## src/rtl/mpeg_bit_window.sv

```systemverilog
// mpeg_bit_window
//   MPEG bitstream reader window. Holds a left-aligned W-bit window of
//   upcoming stream bits for the VLC/header decoders. Bytes arrive on a
//   valid/ready stream and are appended at one byte per cycle. Consumers
//   discard flush_n bits per accepted flush request. After the last byte,
//   the window drains with zero padding. A flush that asks for more bits
//   than are held raises the sticky underrun flag.
//
// Parameters
//   W      window width in bits (multiple of 8, 16..64)
//   CNT_W  width of bit counters and flush_n
//
// Ports
//   clk          clock
//   rst          synchronous, active-high reset
//   in_valid     in_byte valid
//   in_byte      next stream byte, MSB first
//   in_last      marks the final byte of the stream
//   in_ready     byte accepted this cycle when high with in_valid
//   flush_valid  request to discard flush_n bits
//   flush_n      bits to discard (0..W; larger values are treated as
//                exceeding bit_cnt)
//   flush_ready  flush accepted when high with flush_valid
//   window       next W stream bits, MSB = next bit, unfilled LSBs zero
//   bit_cnt      number of valid bits in window
//   eos          the in_last byte has been accepted
//   underrun     sticky: a flush exceeded bit_cnt
//   bit_pos      (only with BITWIN_BITPOS_EN) running count of bits
//                discarded, modulo 2^32
//
// Optional feature macro: BITWIN_BITPOS_EN
//
// State | meaning
// FILL    | bit_cnt < W-7, stream still open; flushes held off
// READY   | bit_cnt >= W-7, stream still open; flushes accepted
// TAIL    | eos seen, bits still held
// DRAINED | eos seen, window empty
module mpeg_bit_window #(
  parameter int W     = 32,
  parameter int CNT_W = $clog2(W + 1)
) (
  input  logic             clk,
  input  logic             rst,
  input  logic             in_valid,
  input  logic [7:0]       in_byte,
  input  logic             in_last,
  output logic             in_ready,
  input  logic             flush_valid,
  input  logic [CNT_W-1:0] flush_n,
  output logic             flush_ready,
  output logic [W-1:0]     window,
  output logic [CNT_W-1:0] bit_cnt,
  output logic             eos,
  output logic             underrun
`ifdef BITWIN_BITPOS_EN
  ,
  output logic [31:0]      bit_pos
`endif
);

  localparam logic [1:0] ST_FILL    = 2'd0;
  localparam logic [1:0] ST_READY   = 2'd1;
  localparam logic [1:0] ST_TAIL    = 2'd2;
  localparam logic [1:0] ST_DRAINED = 2'd3;

  localparam logic [CNT_W-1:0] CNT_FULL   = CNT_W'(W);
  localparam logic [CNT_W-1:0] CNT_REFILL = CNT_W'(W - 8);
  localparam logic [CNT_W-1:0] CNT_READY  = CNT_W'(W - 7);

  logic [1:0]       state;
  logic [1:0]       state_nxt;
  logic [W-1:0]     window_nxt;
  logic [CNT_W-1:0] bit_cnt_nxt;
  logic             eos_nxt;
  logic             underrun_nxt;
  logic             flush_fire;
  logic             byte_fire;
  logic             over;
  logic [CNT_W-1:0] ins_sh;
  logic [CNT_W-1:0] drop_n;
  logic [W-1:0]     byte_ext;

  assign flush_ready = (state == ST_READY) || (state == ST_TAIL) || (state == ST_DRAINED);
  assign flush_fire  = flush_valid && flush_ready;
  assign in_ready    = !eos && (bit_cnt <= CNT_REFILL) && !flush_fire;
  assign byte_fire   = in_valid && in_ready;

  assign over     = flush_n > bit_cnt;
  // Only meaningful while in_ready is high (bit_cnt <= W-8), so never negative.
  assign ins_sh   = CNT_REFILL - bit_cnt;
  assign drop_n   = over ? bit_cnt : flush_n;
  assign byte_ext = {{(W-8){1'b0}}, in_byte};

  always_comb begin
    window_nxt   = window;
    bit_cnt_nxt  = bit_cnt;
    eos_nxt      = eos;
    underrun_nxt = underrun;
    if (flush_fire) begin
      if (over) begin
        window_nxt   = '0;
        bit_cnt_nxt  = '0;
        underrun_nxt = 1'b1;
      end else begin
        // A full-width flush must empty the window rather than wrap.
        window_nxt  = (flush_n >= CNT_FULL) ? '0 : (window << flush_n);
        bit_cnt_nxt = bit_cnt - flush_n;
      end
    end else if (byte_fire) begin
      window_nxt  = window | (byte_ext << ins_sh);
      bit_cnt_nxt = bit_cnt + CNT_W'(8);
      if (in_last) begin
        eos_nxt = 1'b1;
      end
    end
  end

  always_comb begin
    state_nxt = ST_FILL;
    if (eos_nxt) begin
      state_nxt = (bit_cnt_nxt == '0) ? ST_DRAINED : ST_TAIL;
    end else begin
      state_nxt = (bit_cnt_nxt >= CNT_READY) ? ST_READY : ST_FILL;
    end
  end

  always_ff @(posedge clk) begin
    if (rst) begin
      state    <= ST_FILL;
      window   <= '0;
      bit_cnt  <= '0;
      eos      <= 1'b0;
      underrun <= 1'b0;
    end else begin
      state    <= state_nxt;
      window   <= window_nxt;
      bit_cnt  <= bit_cnt_nxt;
      eos      <= eos_nxt;
      underrun <= underrun_nxt;
    end
  end

`ifdef BITWIN_BITPOS_EN
  // Counts bits actually removed, so an underrun flush adds only what was held.
  always_ff @(posedge clk) begin
    if (rst) begin
      bit_pos <= '0;
    end else if (flush_fire) begin
      bit_pos <= bit_pos + 32'(drop_n);
    end
  end
`endif

endmodule

```

## config.mk

```make
export PLATFORM = sky130hd
export DESIGN_NAME = mpeg_bit_window
export DESIGN_NICKNAME = d
export VERILOG_FILES = /design/src/rtl/mpeg_bit_window.sv
export SDC_FILE = /design/constraint.sdc
export NUM_CORES = 1
export LEC_CHECK = 0
export CAP_MARGIN = 20
export CORE_MARGIN = 4
export CORE_UTILIZATION = 50
export CTS_CLUSTER_DIAMETER = 200
export DETAILED_ROUTE_END_ITERATION = 7
export GPL_ROUTABILITY_DRIVEN = 1
export HOLD_SLACK_MARGIN = 0.06
export PLACE_DENSITY = 0.79
export SYNTH_ARGS = -nofsm -noshare
export SYNTH_HDL_FRONTEND = slang
export SYNTH_SLANG_ARGS = --single-unit
```

## constraint.sdc

```tcl
create_clock -name clk -period 5.6 [get_ports clk]
set_input_delay 1.12 -clock clk [delete_from_list [all_inputs] [get_ports clk]]
set_output_delay 1.12 -clock clk [all_outputs]
set_load 0.02 [all_outputs]
```

==> impl_metrics.py <==
metrics = {
    "power_and_ir_drop": {
        "vdd_drop_max_mv": 0.1117,
        "power_density_mw_per_mm2": 216.4,
        "p_leak_uw": 0.001804,
    },
    "place": {
        "portBuffers": 60,
        "gp_congestion": 0.9987,
        "dpl.cell_count": 652,
        "dp.final_hpwl_um": 11130,
    },
    "routing": {
        "finalWirelength_um": 14720,
        "first_pass_iters": 5,
        "drc": 0,
        "drtAntennaViolNets": 0,
        "drtIter0Drc": 545,
        "wl_per_cell_um": 22.30,
        "vias": 4602,
        "routed_via_density": 6.973,
    },
    "floorplan": {
        "coreArea_mm2": 0.008678,
        "rows": 34,
        "die_h_um": 102.3,
        "start_util_pct": 51.24,
        "die_width_um": 102.3,
        "dieArea_mm2": 0.01047,
        "io_pins": 61,
    },
    "worst_setup_path": {
        "slowest_stage": "fa_1",
        "crit_path_start_kind": "input pin",
        "worstPathCellList": "clkdlybuf4s50_1, buf_4, inv_2, fa_1, a211oi_2, o21a_2, or4_1, nor2_1, a221oi_1, a31oi_1",
        "worstPathRequired_ns": 5.78,
        "max_stage_delay_ns": 0.50,
        "end_kind": "flip-flop",
        "worst_path_dominant_cell_family": "buffers and inverters",
        "criticalPathCategory": "in2reg",
        "critPathArrivalTime_ns": 4.10,
        "worstPathMaxFanout": 33,
        "path_buf_inv": 3,
    },
    "synth": {
        "netlist_instances": 515,
        "muxShareOfSynthArea_pct": 25.10,
        "synth.avg_cell_area_um2": 8.634,
        "netlist-cell-type-count": 76,
        "synth_seq_cells": 41,
        "synth_flop_cell": "dfxtp_1",
        "synth-xor-area-share_pct": 1.379,
        "synth_fa_ha_area_share_pct": 2.701,
        "synth_compound_area_share_pct": 24.03,
        "synthesis.area_mm2": 0.004447,
        "synthArstFlopShare_pct": 0,
        "yosys.area_share.simple_pct": 19.70,
        "synthesis.nets": 543,
        "yosys_warnings": 0,
        "synth_edf_count": 0,
        "ys_seq_area_share_pct": 18.46,
        "synth_top_family_by_area": "multiplexers",
    },
    "global_route": {
        "grt_pass1_wl_um": 22770,
        "grt_pass1_vias": 4235,
        "grt_overflow": 0,
        "grt_max_degree": 43,
        "antenna_found_initial": 0,
        "grt_usage_pct": 27.79,
    },
    "clocking": {
        "cts_root_buffer": "clkbuf_8",
        "clockBufferDepth": 2,
        "cts_tree": "yes",
        "htree_levels": 2,
        "postCtsResizedCells": 0,
        "cts_setup_buffers": 0,
        "clock-sinks": 41,
        "cts_hold_buffers": 0,
        "cts_made_buffers": 5,
        "clk_pin_slew_ns": 0.08,
        "insertion_delay_ns": 0.30,
    },
    "sta": {
        "hold_viol": 0,
        "rsz0062_at_grt": "no",
        "setup_viol": 0,
        "setup_tns_ns": 0,
        "period_needed_ns": 3.916,
        "worst_pin_slew_ns": 0.9493,
        "max_freq_mhz": 255.3,
        "finalCritPeriodShare_pct": 69.94,
        "slew_headroom_pct": 36.50,
        "clock_skew_ns": 0.008124,
        "slew_viol_final": 0,
    },
    "finish": {
        "drive_gt1_share_pct": 13.41,
        "final_cell_mix": "clkdlybuf4s50_1, nor2_1, mux2i_1, dfxtp_1, nor3_1",
        "layout_commonest_cell": "clkdlybuf4s50_1",
        "n_fill_cell": 828,
        "diodes": 0,
        "layout.nets": 580,
        "instances_no_fill": 660,
        "area_delta_synth_final_pct": 13.42,
    },
    "hold_path": {
        "hp-class": "reg2reg",
    },
    "job": {
        "maxCapViolations": 0,
    },
    "status": {
        "status": "finished, final reports clean",
    },
}
stage by stage:
step           instance area (um^2)  worst slack (ns)  util [%]  hold WS, ns  total power [uW]
6_report                       5044             1.684     58.12       0.4907              1092
5_1_grt                        5044             1.544     58.12       0.5167              1141
4_1_cts                        5036             1.735     58.03       0.4936              1084
3_5_place_dp                   4932             1.410     56.83       0.4737             848.6
3_3_place_gp                   4932             1.535     56.83       0.4547             841.2
2_1_floorplan                  4447             2.042         -       0.5704             690.2
state kept, by name (all words and copies together), names as in the netlist:
register,flops
window,32
bit_cnt,6
eos,1
state,1
underrun,1
worst reg2reg max path: stages (launching register included):
cell	delay, ns
dfxtp_1	0.95
inv_1	0.29
ha_1	0.75
mux2i_1	0.42
nand2_1	0.12
o21ai_0	0.61
a211oi_1	0.17
nor3_1	0.18
path summary, 6_finish.rpt:
check / from / endpoint / slack (ns) / cells past startpoint
setup reg to reg: bit_cnt[0]$_SDFF_PP0_ / window[11]$_SDFFE_PP0P_ / 2.05 / 7
hold / removal: underrun$_SDFFE_PP0P_ / underrun$_SDFFE_PP0P_ / 0.49 / 2
setup / recovery: flush_n[1] / window[30]$_SDFFE_PP0P_ / 1.68 / 10
hold reg to reg: underrun$_SDFFE_PP0P_ / underrun$_SDFFE_PP0P_ / 0.49 / 2
routing by layer:
layer / track usage (%) / vias up / share of wire [%]
met4: 12.31 / 0 / 3.9
met5: 0 / - / 0
met3: 3.891 / 44 / 9.4
met2: 42.23 / 304 / 45
li1: - / 2078 / -
met1: 39.23 / 2176 / 42
cell families (layout without fill, tap and decap cells):
group | Yosys count | count (layout)
simple gates | 172 | 172
compound gates | 150 | 150
mux | 78 | 78
buf+inv | 58 | 95
flops | 41 | 41
fa+ha+maj | 9 | 9
xor+xnor | 7 | 7
synth_stat cells, types with 3 or more instances:
cell | number | area (um^2)
o21ai_0 | 19 | 95.09
nand2_1 | 36 | 135.1
nand3_1 | 14 | 70.07
or4_1 | 3 | 22.52
xor2_1 | 5 | 43.79
nor3b_1 | 5 | 37.54
buf_2 | 10 | 50.05
or3_1 | 4 | 25.02
inv_1 | 15 | 56.30
mux2_2 | 12 | 135.1
nand3b_1 | 4 | 30.03
a21oi_1 | 35 | 175.2
o32ai_1 | 3 | 26.28
nor4_1 | 3 | 18.77
mux2i_1 | 41 | 410.4
nor2_1 | 43 | 161.4
clkbuf_8 | 9 | 123.9
o21a_1 | 3 | 22.52
ha_1 | 8 | 100.1
mux4_2 | 23 | 518.0
nor3_1 | 38 | 190.2
a211oi_1 | 28 | 210.2
a221oi_1 | 6 | 52.55
o22ai_1 | 5 | 31.28
a31oi_1 | 14 | 87.58
a311oi_1 | 4 | 35.03
buf_6 | 7 | 78.83
and2_1 | 3 | 18.77
dfxtp_1 | 41 | 820.8
clkbuf_1 | 12 | 45.04
nand2b_1 | 4 | 25.02
and3_1 | 3 | 18.77
layout make-up:
cell class | count | area, um^2 | share of cell area (%)
Multi-Input combinational cell | 416 | 3242 | 64.28
Sequential cell | 41 | 820.8 | 16.27
Timing Repair Buffer | 71 | 678.2 | 13.45
Tap cell | 108 | 135.1 | 2.679
Clock buffer | 5 | 68.82 | 1.364
Inverter | 17 | 63.81 | 1.265
Clock inverter | 2 | 35.03 | 0.6946
power breakdown:
part | switching, uW | internal (uW) | leakage [uW] | total, uW
sequential | 51.8 | 322 | 0.000335 | 374
clock | 109 | 130 | 0.0000540 | 238
combinational | 272 | 207 | 0.00142 | 479
total | 432 | 659 | 0.00180 | 1090
Note: power is estimated with default switching activity, not from simulation.
==> RTL edit 1: new RTL, config.mk and constraints unchanged <==
`W`: 32 -> 64.
--- a/src/rtl/mpeg_bit_window.sv
+++ b/src/rtl/mpeg_bit_window.sv
@@ -37,5 +37,5 @@
 // DRAINED | eos seen, window empty
 module mpeg_bit_window #(
-  parameter int W     = 32,
+  parameter int W     = 64,
   parameter int CNT_W = $clog2(W + 1)
 ) (
Ports: changed (resized bit_cnt, flush_n and window); port bits go from 61 to 95. The function was not compared with the original's and may differ.
==> RTL edit 1 against the unedited design <==
Power rose to 2.6 times the old value. Largest cell class unchanged. Synthesized area up 91%. Die area up 83%. Routed wire length up 150%. Cell area up 95%. Sequential cell count up 33. Setup slack worse by 0.44 ns.
==> RTL edit 1: results (changes against the unedited design) <==
| Metric | Value |
|---|---|
| DRT iter0 DRCs | 1496 (+170%) |
| Num CTS Buffers | 9 (+4) |
| Placer Congestion | 1.06 (+5.7%) |
| Fillers | 1533 (+85%) |
| Clock Path Buffers | 2 (unchanged) |
| Number of global-route vias before repair | 8759 (+110%) |
| I/O Buffers | 94 (+57%) |
| Clk_skew | 0.00688 ns (-0.00125 ns) |
| Resize count post-CTS | 0 (unchanged) |
| DR pass1 iterations | 6 (+1) |
| Most instantiated cells after synthesis | nand2_1 (127), nor2_1 (108), dfxtp_1 (74) |
| Worst EP arrival | 4.63 ns (+0.53 ns) |
| Min-delay worst type | reg2reg |
| Post-Syn Instances | 1057 (+110%) |
| Cells after DPL | 1305 (+100%) |
| Clock transition at path regs | 0.06 ns (-0.02 ns) |
| Root buf cell | clkbuf_16 |
| Pin count of the biggest net entering global routing | 58 (+35%) |
| Post-DP HPWL | 27.4 mm (+150%) |
| Synth async-reset ratio | 0% (unchanged) |
| Peak supply drop | 0.182 mV (+63%) |
| Diode count | 0 (unchanged) |
| Number of H-tree levels | 3 (+1) |
| DR WL/cell | 27.3 um (+22%) |
| Post-CTS Repair Setup Buffers | 0 (unchanged) |
| Count of different cell masters after synthesis | 79 (+3.9%) |
| Outcome | complete, no violations |
| Predominant post-synthesis flop cell | dfxtp_1 |
| Main area contributors after synthesis | dfxtp_1 (17%), mux4_2 (17%), mux2i_1 (6.9%), nand2_1 (5.6%), nor2_1 (4.8%) |
| Slew HR | 26.1% (-10 points) |
| Avg Vias per Cell | 7.28 (+4.4%) |
| Share of layout cells above drive strength 1 | 14.1% (+0.66 points) |
| Top Registers | window x64, bit_cnt x7 |
| Max FO, Critical Path | 18 (-45%) |
| Lkg Pwr | 3.49 nW (+93%) |
| Ys Warns | 0 (unchanged) |
| Register area share after synthesis | 17.4% (-1.0 points) |
| Total GRT Usage | 36.3% (+8.5 points) |
| Clk_lat worst skew | 0.35 ns (+0.05 ns) |
| Initial antenna violation count | 0 (unchanged) |
| Routed wire length | 36.1 mm (+150%) |
| Wire length of the first global-routing pass | 54.7 mm (+140%) |
RTL edit 1: cell count changes in the layout (fill, tap and decap cells not counted), sizes merged, moves of 31 or more:
| cell | change |
|---|---|
| clkdlybuf4s50 | +31 |
| dfxtp | +33 |
| mux4 | +40 |
| nand2 | +91 |
| nor2 | +65 |
| o21ai | +52 |
RTL edit 1: cells by family (layout without fill, tap and decap cells):
| logic type | count (synthesis) | after routing | share of synthesized area, % |
|---|---|---|---|
| adders and majority gates | 11 | 11 | 1.71 |
| and+or+nand+nor | 386 | 386 | 20.9 |
| muxes | 145 | 145 | 26.9 |
| xor gates and xnor gates | 9 | 9 | 0.927 |
| AOI/OAI and AO/OA | 328 | 328 | 26.3 |
| buffers and inverters | 104 | 149 | 5.86 |
| DFF | 74 | 74 | 17.4 |
RTL edit 1: final cells by class:
cell class                 count  area [um2]  area share [%]
clock buffer                   9         225            2.29
clock inverter                 7         141            1.44
inverter                      19        71.3           0.726
multi-input combinational    879        6540            66.6
sequential                    74        1480            15.1
tap                          220         275            2.80
timing repair buffer         114        1090            11.1
RTL edit 1: where the power goes:
part / internal, mW / switching [mW]
combinational: 0.556 / 0.803
clock: 0.481 / 0.251
sequential: 0.607 / 0.177
total: 1.64 / 1.23
RTL edit 1: path summary, 6_finish.rpt:
check / end / from / cells after the start / slack (ns)
worst max-delay path: window[11]$_SDFFE_PP0P_ / flush_n[5] / 9 / 1.25
worst min-delay path: underrun$_SDFFE_PP0P_ / underrun$_SDFFE_PP0P_ / 2 / 0.48
worst max register to register: window[47]$_SDFFE_PP0P_ / bit_cnt[0]$_SDFF_PP0_ / 9 / 1.73
worst min register to register: underrun$_SDFFE_PP0P_ / underrun$_SDFFE_PP0P_ / 2 / 0.48
RTL edit 1: critical path: stages:
cell             delay (ns)
clkdlybuf4s50_1        0.72
inv_1                  0.23
ha_1                   0.46
nand3_1                0.12
a211oi_1               0.33
o21a_1                 0.43
nand2_1                0.56
or3_1                  0.53
a21oi_1                0.12
RTL edit 1: per-stage QoR:
| step | area [um2] | setup WS, ns | total power, mW |
|---|---|---|---|
| 6_report | 9820 | 1.25 | 2.87 |
| 3_3_place_gp | 9440 | 1.16 | 2.08 |
| 2_1_floorplan | 8500 | 1.40 | 1.58 |
| 3_5_place_dp | 9440 | 1.11 | 2.09 |
| 4_1_cts | 9810 | 1.35 | 2.81 |
| 5_1_grt | 9820 | 1.01 | 2.97 |
RTL edit 1: per-layer routing:
layer	routed length [um]	vias up	global-route usage, %	share of wire, %
met1	13600	4524	50.1	38
met3	4990	137	9.08	14
li1	-	4160	-	-
met2	15500	799	53.8	43
met4	1950	0	16.7	5.4
met5	0	-	0	0
==> RTL edit 2: new RTL, same settings <==
Made on the original files. Register the output `bit_cnt` once more, cleared by the reset; this adds one clock of latency there. The other outputs are not delayed to match.
--- a/src/rtl/mpeg_bit_window.sv
+++ b/src/rtl/mpeg_bit_window.sv
@@ -68,4 +68,6 @@
   localparam logic [CNT_W-1:0] CNT_READY  = CNT_W'(W - 7);
 
+  logic [CNT_W-1:0] bit_cnt_s0;
+
   logic [1:0]       state;
   logic [1:0]       state_nxt;
@@ -83,16 +85,16 @@
   assign flush_ready = (state == ST_READY) || (state == ST_TAIL) || (state == ST_DRAINED);
   assign flush_fire  = flush_valid && flush_ready;
-  assign in_ready    = !eos && (bit_cnt <= CNT_REFILL) && !flush_fire;
+  assign in_ready    = !eos && (bit_cnt_s0 <= CNT_REFILL) && !flush_fire;
   assign byte_fire   = in_valid && in_ready;
 
-  assign over     = flush_n > bit_cnt;
+  assign over     = flush_n > bit_cnt_s0;
   // Only meaningful while in_ready is high (bit_cnt <= W-8), so never negative.
-  assign ins_sh   = CNT_REFILL - bit_cnt;
-  assign drop_n   = over ? bit_cnt : flush_n;
+  assign ins_sh   = CNT_REFILL - bit_cnt_s0;
+  assign drop_n   = over ? bit_cnt_s0 : flush_n;
   assign byte_ext = {{(W-8){1'b0}}, in_byte};
 
   always_comb begin
     window_nxt   = window;
-    bit_cnt_nxt  = bit_cnt;
+    bit_cnt_nxt  = bit_cnt_s0;
     eos_nxt      = eos;
     underrun_nxt = underrun;
@@ -105,9 +107,9 @@
         // A full-width flush must empty the window rather than wrap.
         window_nxt  = (flush_n >= CNT_FULL) ? '0 : (window << flush_n);
-        bit_cnt_nxt = bit_cnt - flush_n;
+        bit_cnt_nxt = bit_cnt_s0 - flush_n;
       end
     end else if (byte_fire) begin
       window_nxt  = window | (byte_ext << ins_sh);
-      bit_cnt_nxt = bit_cnt + CNT_W'(8);
+      bit_cnt_nxt = bit_cnt_s0 + CNT_W'(8);
       if (in_last) begin
         eos_nxt = 1'b1;
@@ -129,5 +131,5 @@
       state    <= ST_FILL;
       window   <= '0;
-      bit_cnt  <= '0;
+      bit_cnt_s0 <= '0;
       eos      <= 1'b0;
       underrun <= 1'b0;
@@ -135,5 +137,5 @@
       state    <= state_nxt;
       window   <= window_nxt;
-      bit_cnt  <= bit_cnt_nxt;
+      bit_cnt_s0 <= bit_cnt_nxt;
       eos      <= eos_nxt;
       underrun <= underrun_nxt;
@@ -152,4 +154,12 @@
 `endif
 
+  always_ff @(posedge clk) begin
+    if (rst) begin
+      bit_cnt <= '0;
+    end else begin
+      bit_cnt <= bit_cnt_s0;
+    end
+  end
+
 endmodule
 
Formal check against the unedited RTL: not equivalent (Yosys sat finds a counterexample within 4 cycles, from zero or initial values and one cycle with rst high).
==> RTL edit 2 against the unedited design <==
Combinational power rose by 24%. Count of clock-buffer cells in the layout did not move. Setup slack got worse by 0.36 ns. Cell area rose by 5.1%. Synthesized area rose by 3.7%. Power rose by 22%. Sequential share of layout area rose by 1.5 points. Routed wire length rose by 15%. Via count rose by 5.9%. Sequential cell count rose by 6. Critical path type unchanged. Largest cell class unchanged.
==> RTL edit 2: results (changes against the unedited design) <==
| Metric | Value |
|---|---|
| Outcome | complete, no violations |
| RR Endpoint | window[5]$_SDFFE_PP0P_ |
| Worst Setup SP | flush_n[2] |
| Lkg Pwr | 1.93 nW (+6.8%) |
| Worst EP arrival | 4.43 ns (+0.33 ns) |
| # nets final | 628 (+8.3%) |
| Top Registers | window x32, bit_cnt x6, bit_cnt_s0 x6 |
| Wire length of the first global-routing pass | 26.5 mm (+16%) |
| Pin count of the biggest net entering global routing | 42 (-2.3%) |
| Main area contributors after synthesis | dfxtp_1 (20%), mux4_2 (8.3%), mux2i_1 (7.8%), mux2_2 (4.9%), a21oi_1 (4.8%) |
| DRT iter0 DRCs | 514 (-5.7%) |
| Register area share after synthesis | 20.4% (+1.9 points) |
| CTS sink cnt | 47 (+15%) |
| Crit-path max cell delay | 0.59 ns (+0.09 ns) |
| Count of different cell masters after synthesis | 73 (-3.9%) |
| Slowest-stage cell, CP | or3_1 |
| Synthesized Nets | 597 (+9.9%) |
| Total GRT Usage | 30.5% (+2.7 points) |
| Reg2reg start | bit_cnt_s0[0]$_SDFF_PP0_ |
| Fillers | 824 (-0.48%) |
| Placer Congestion | 0.968 (-3.1%) |
| P_sw | 535 uW (+24%) |
| Clk_skew | 0.0125 ns (+0.00433 ns) |
| Worst slew pin tran | 0.981 ns (+0.0316 ns) |
| Number of global-route vias before repair | 4669 (+10%) |
| R2R depth | 10 (+3) |
[RTL edit 2: cell count changes in the layout (fill, tap and decap cells not counted), moves of 9 or more]
cell,unedited run,this run
nand2_1,36,53
nand2b_1,4,13
o22ai_1,5,15
a211oi_1,28,15
nor3_1,38,19
nor2_1,43,52
a21oi_1,35,44
[RTL edit 2: cells by family (layout without fill, tap and decap cells)]
logic type	count (synthesis)	after routing	synth area share [%]
buf+inv	62	94	6.68
mux	75	75	21.6
flops	47	47	20.4
compound gates	178	178	27.6
xor+xnor	7	7	1.33
simple gates	191	191	19.8
fa+ha+maj	9	9	2.61
[RTL edit 2: metal layers]
layer	global-route usage [%]	vias to the layer above	part of all wire, %
li1	-	2226	-
met1	40.9	2354	41
met2	49.2	255	47
met3	5.52	39	8.3
met4	10.6	0	3.2
met5	0	-	0
[RTL edit 2: tightest hold or removal path: stages (launching register included)]
cell	delay, ns
dfxtp_1	0.34
a21oi_1	0.04
nor2_1	0.07
[RTL edit 2: cell type report]
type                            count  share of cell area [%]
Inverter                           17                    1.20
Sequential cell                    47                    17.7
Multi-Input combinational cell    460                    63.4
Clock inverter                      3                    1.27
Timing Repair Buffer               69                    12.5
Clock buffer                        5                    1.30
Tap cell                          108                    2.55
[RTL edit 2: through the flow]
| stage | setup WS, ns | util (%) | std cells | hold WS, ns | power (mW) |
|---|---|---|---|---|---|
| finish | 1.32 | 59.9 | 709 | 0.489 | 1.33 |
| global route | 1.15 | 59.9 | 709 | 0.563 | 1.39 |
| CTS | 1.38 | 59.9 | 709 | 0.496 | 1.32 |
| detailed placement | 1.08 | 58.4 | 701 | 0.474 | 1.02 |
| global placement | 1.11 | 58.4 | 701 | 0.465 | 1.01 |
| floorplan | 1.99 | - | 569 | 0.523 | 0.818 |
